### src/rtl/window_morph3x3.sv
// window_morph3x3: 3x3 binary erode/dilate stage with frame position tracking.
// A pixel counts as foreground when any of its N bits is set. Results on the
// frame border are forced to 0.
// Optional feature macro: WINDOW_MORPH_AREA_EN adds a per-frame count of
// po=1 results, published on 'area' with frame_end. Without the macro,
// 'area' is tied to 0.
//
// state  | meaning
// -------+-----------------------------------------------------------------
// IDLE   | waiting for the first window of a frame; geometry taken live
// ACTIVE | mid-frame; geometry and mode come from the values latched at start
module window_morph3x3 #(
    parameter int N = 1
) (
    input  logic         clock,
    input  logic         reset_n,
    input  logic [15:0]  width,
    input  logic [15:0]  height,
    input  logic         mode,
    input  logic [N-1:0] pi00,
    input  logic [N-1:0] pi01,
    input  logic [N-1:0] pi02,
    input  logic [N-1:0] pi10,
    input  logic [N-1:0] pi11,
    input  logic [N-1:0] pi12,
    input  logic [N-1:0] pi20,
    input  logic [N-1:0] pi21,
    input  logic [N-1:0] pi22,
    input  logic         valid_in,
    output logic         po,
    output logic         valid_out,
    output logic [15:0]  x,
    output logic [15:0]  y,
    output logic         frame_end,
    output logic [31:0]  area
);

    typedef enum logic {IDLE = 1'b0, ACTIVE = 1'b1} state_t;

    state_t      state;
    logic [15:0] w_lat;
    logic [15:0] h_lat;
    logic        mode_lat;
    logic [15:0] col;
    logic [15:0] row;

    logic [15:0] cur_w;
    logic [15:0] cur_h;
    logic [15:0] cur_x;
    logic [15:0] cur_y;
    logic        cur_mode;
    logic        start;
    logic        accept;
    logic        at_col_end;
    logic        at_row_end;
    logic        last;
    logic        border;
    logic        po_next;
    logic [8:0]  fg;

    assign fg = {|pi22, |pi21, |pi20, |pi12, |pi11, |pi10, |pi02, |pi01, |pi00};

    // A zero-sized frame is never started; the window is simply dropped.
    assign start  = (state == IDLE) && valid_in && (width != 16'd0) && (height != 16'd0);
    assign accept = start || ((state == ACTIVE) && valid_in);

    // The first window of a frame uses the live geometry, later ones the latched copy.
    always_comb begin
        cur_w    = w_lat;
        cur_h    = h_lat;
        cur_mode = mode_lat;
        cur_x    = col;
        cur_y    = row;
        if (state == IDLE) begin
            cur_w    = width;
            cur_h    = height;
            cur_mode = mode;
            cur_x    = 16'd0;
            cur_y    = 16'd0;
        end
    end

    assign at_col_end = (cur_x == cur_w - 16'd1);
    assign at_row_end = (cur_y == cur_h - 16'd1);
    assign last       = at_col_end && at_row_end;
    assign border     = (cur_x == 16'd0) || at_col_end || (cur_y == 16'd0) || at_row_end;
    assign po_next    = border ? 1'b0 : (cur_mode ? (|fg) : (&fg));

    // Frame FSM: latch geometry at start, advance position per accepted window.
    always_ff @(posedge clock or negedge reset_n) begin
        if (!reset_n) begin
            state    <= IDLE;
            w_lat    <= 16'd0;
            h_lat    <= 16'd0;
            mode_lat <= 1'b0;
            col      <= 16'd0;
            row      <= 16'd0;
        end else if (accept) begin
            if (start) begin
                w_lat    <= width;
                h_lat    <= height;
                mode_lat <= mode;
            end
            if (last) begin
                state <= IDLE;
                col   <= 16'd0;
                row   <= 16'd0;
            end else begin
                state <= ACTIVE;
                if (at_col_end) begin
                    col <= 16'd0;
                    row <= cur_y + 16'd1;
                end else begin
                    col <= cur_x + 16'd1;
                    row <= cur_y;
                end
            end
        end
    end

    // Registered result: one output cycle per accepted window.
    always_ff @(posedge clock or negedge reset_n) begin
        if (!reset_n) begin
            po        <= 1'b0;
            valid_out <= 1'b0;
            x         <= 16'd0;
            y         <= 16'd0;
            frame_end <= 1'b0;
        end else begin
            valid_out <= accept;
            frame_end <= accept && last;
            if (accept) begin
                po <= po_next;
                x  <= cur_x;
                y  <= cur_y;
            end
        end
    end

`ifdef WINDOW_MORPH_AREA_EN
    logic [31:0] area_cnt;

    // Running foreground count; published and cleared on the last window.
    always_ff @(posedge clock or negedge reset_n) begin
        if (!reset_n) begin
            area_cnt <= 32'd0;
            area     <= 32'd0;
        end else if (accept) begin
            if (last) begin
                area     <= area_cnt + {31'd0, po_next};
                area_cnt <= 32'd0;
            end else begin
                area_cnt <= area_cnt + {31'd0, po_next};
            end
        end
    end
`else
    assign area = 32'd0;
`endif

endmodule

### config.mk
export PLATFORM = sky130hd
export DESIGN_NAME = window_morph3x3
export DESIGN_NICKNAME = d
export VERILOG_FILES = /design/src/rtl/window_morph3x3.sv
export SDC_FILE = /design/constraint.sdc
export NUM_CORES = 1
export LEC_CHECK = 0
export ABC_AREA = 1
export CORE_MARGIN = 4
export CORE_UTILIZATION = 56
export CTS_CLUSTER_SIZE = 12
export DETAILED_ROUTE_END_ITERATION = 6
export HOLD_SLACK_MARGIN = 0.15
export PLACE_DENSITY = 0.82
export SYNTH_ARGS = -nofsm -noshare
export SYNTH_HDL_FRONTEND = slang
export SYNTH_SLANG_ARGS = --single-unit
### constraint.sdc
create_clock -name clock -period 3.2 [get_ports clock]
set_input_delay 0.8 -clock clock [delete_from_list [all_inputs] [get_ports clock]]
set_output_delay 0.8 -clock clock [all_outputs]
set_load 0.01 [all_outputs]
==> impl_metrics.yaml <==
worst_setup_path:
  cp-end-kind: "flip-flop"
  crit_path_start: "width[0]"
  worstPathArrival_ns: 3.18
  crit_fanout: 16
  worst-setup-path-type: "in -> reg"
  r2r_start: "state"
  cp-start-kind: "input port"
  required_ns: 3.44
cts:
  cts-buffers-inserted: 9
  holdBufCountCts: 0
  cts_root_buf: "clkbuf_16"
  cts_setup_buffers: 0
  clockBufferDepth: 2
  cts_resized: 0
  path_clk_slew_ns: 0.08
  cts_tree: "yes"
  htree_num_levels: 3
  cts.sinks: 101
  clk_latency_ns: 0.37
floorplanning:
  die_y_um: 126
  fp.coreArea_mm2: 0.0138
  dieArea_mm2: 0.0160
  start_util_pct: 56.9
  io_pins: 112
  die_w_um: 126
  rows: 43
cells_and_area:
  final_layout_size_suffix_gt1_share_pct: 9.40
  syn_to_final_growth_pct: 18.8
  nets: 1386
  antenna_cells: 0
  final_common_cell: "nand2_1"
  num-fill-cells: 1252
  mostFrequentLayoutCells: "473 x nand2_1, 140 x inv_1, 100 x dfrtp_1"
timing:
  relSlewSlack_pct: 64.1
  skew_ns: 0.0147
  fmax_mhz: 340
  setup_violations: 0
  finalHoldViolations: 0
  rsz0062_at_grt: "false"
  worst_pin_slew_ns: 0.533
  drv_slew: 0
  min_period_ns: 2.94
  post-route-period-util_pct: 91.9
  fin_setup_tns_ns: 0
  setup_slack_ns: 0.259
placed_design:
  hpwlAfterDp_um: 16900
  place.gp.congestion: 0.946
  pre_cts_slack_ns: -0.103
  port_buffers: 79
global_route:
  antenna_found_initial: 0
  use_met2_pct: 50.8
  grt_use_met1_pct: 32.2
  grt_use_met3_pct: 5.05
  grt_max_degree: 64
  track_usage_pct: 27.9
  busiest_layer: "met2"
  grt_pass1_vias: 8002
  grt_pass1_wl_um: 36900
  gr-total-overflow: 0
routing:
  wl_per_cell_um: 14.5
  first_pass_iters: 6
  drc: 0
  ant_nets: 0
  drt_iter0_drc: 624
  viasPerCell: 5.33
  via_count: 8095
  routed_wl_um: 22100
synth:
  yosys_warnings: 0
  ys_types: 38
  ys_seq_area_share_pct: 32.1
  ys_ff_latch: 101
  synthCells: 1229
  syn_area_per_cell_um2: 6.40
  syn_area_mm2: 0.00786
power:
  p_per_area_mw_per_mm2: 770
  ir_drop_mv: 0.656
  leakagePower_nw: 4.86
flow_run:
  drv_cap: 0
outcome:
  outcome: "complete, no violations"
worst_hold_path:
  hp-class: "in -> async"
-- logic make-up after synthesis --
logic type               count (synthesis)  synth area share [%]
AO/OA/AOI/OAI                          122                  8.04
XOR/XNOR                                35                  3.90
multiplexers                             3                 0.430
adder cells (fa/ha/maj)                  6                 0.955
other                                    1                0.0477
buffers and inverters                  218                  13.5
flip-flops                             101                  32.1
AND/OR/NAND/NOR                        743                  41.0
-- report_power, final --
| part | switching (mW) | internal [mW] |
|---|---|---|
| combinational | 2.77 | 1.52 |
| sequential | 0.221 | 1.53 |
| clock | 0.581 | 0.573 |
-- per-layer routing --
| layer | vias up | routed length [um] |
|---|---|---|
| met5 | - | 0 |
| met4 | 0 | 777 |
| met3 | 63 | 1040 |
| met2 | 262 | 11500 |
| met1 | 3726 | 8720 |
| li1 | 4044 | - |
-- sequential cells by signal, summed over array words and instances, names as in the netlist, 16 cells and up --
signal and flops:
x 16, w_lat 16, col 16, h_lat 16, row 16, y 16
-- path summary, 6_finish.rpt --
check | to | slack, ns | depth (start not counted)
min | h_lat[1] | 0.42 | 1
max reg2reg | row[5] | 0.26 | 18
min reg2reg | y[8] | 0.49 | 2
min in group clock | y[8] | 0.49 | 2
max | row[5] | 0.26 | 18
max in group asynchronous | col[9] | 2.11 | 2
-- area by class of cell --
class,instances,area [um^2],share of cell area [%]
Clock buffer,10,239,2.56
Sequential cell,101,2530,27.1
Multi-Input combinational cell,941,4390,47.0
Tap cell,180,225,2.41
Timing Repair Buffer,135,1330,14.3
Inverter,147,554,5.93
Clock inverter,6,62.6,0.670
-- worst max-delay path: stages --
cell and delay (ns):
clkdlybuf4s50_1 0.42, inv_1 0.09, nand2_2 0.06, nand2_2 0.06, ha_1 0.22, nand3_2 0.13, nor2_4 0.16, nand2_1 0.08
nand2_1 0.08, nand2_1 0.05, nand2_1 0.07, nand2_1 0.09, nor2_2 0.13, nand3b_1 0.10, nor2_1 0.18, nand2_1 0.13
nand2_4 0.19, o21ai_0 0.14
-- synth_stat cells (all sizes together) --
| cell type | n | share of area [%] |
|---|---|---|
| xor2 | 33 | 3.7 |
| mux2 | 3 | 0.43 |
| o31ai | 1 | 0.096 |
| ha | 6 | 0.95 |
| xnor2 | 2 | 0.22 |
| o22ai | 8 | 0.64 |
| clkbuf | 13 | 0.62 |
| buf | 58 | 5.8 |
| a21oi | 6 | 0.43 |
| nand3 | 98 | 6.4 |
| nand4 | 23 | 1.8 |
| nand2 | 490 | 24 |
| nand3b | 4 | 0.38 |
| inv | 147 | 7.0 |
| nor2 | 89 | 5.3 |
| conb | 1 | 0.048 |
| o21ai | 104 | 6.6 |
| nor3b | 1 | 0.096 |
| dfrtp | 101 | 32 |
| a31oi | 2 | 0.16 |
| o21a | 1 | 0.096 |
| nor4 | 18 | 1.5 |
| nor3 | 20 | 1.5 |
-- through the flow --
| stage | power [mW] | utilization, % | instance area, um^2 | cells | hold slack, ns |
|---|---|---|---|---|---|
| 6_report | 7.20 | 67.6 | 9340 | 1520 | 0.416 |
| 2_1_floorplan | 4.84 | - | 7980 | 1260 | 0.448 |
| 3_3_place_gp | 5.89 | 65.3 | 9030 | 1504 | 0.464 |
| 3_5_place_dp | 5.99 | 65.3 | 9030 | 1504 | 0.475 |
| 4_1_cts | 7.15 | 67.5 | 9330 | 1520 | 0.425 |
| 5_1_grt | 7.85 | 67.6 | 9340 | 1520 | 0.450 |
(Power assumes the default switching activity.)
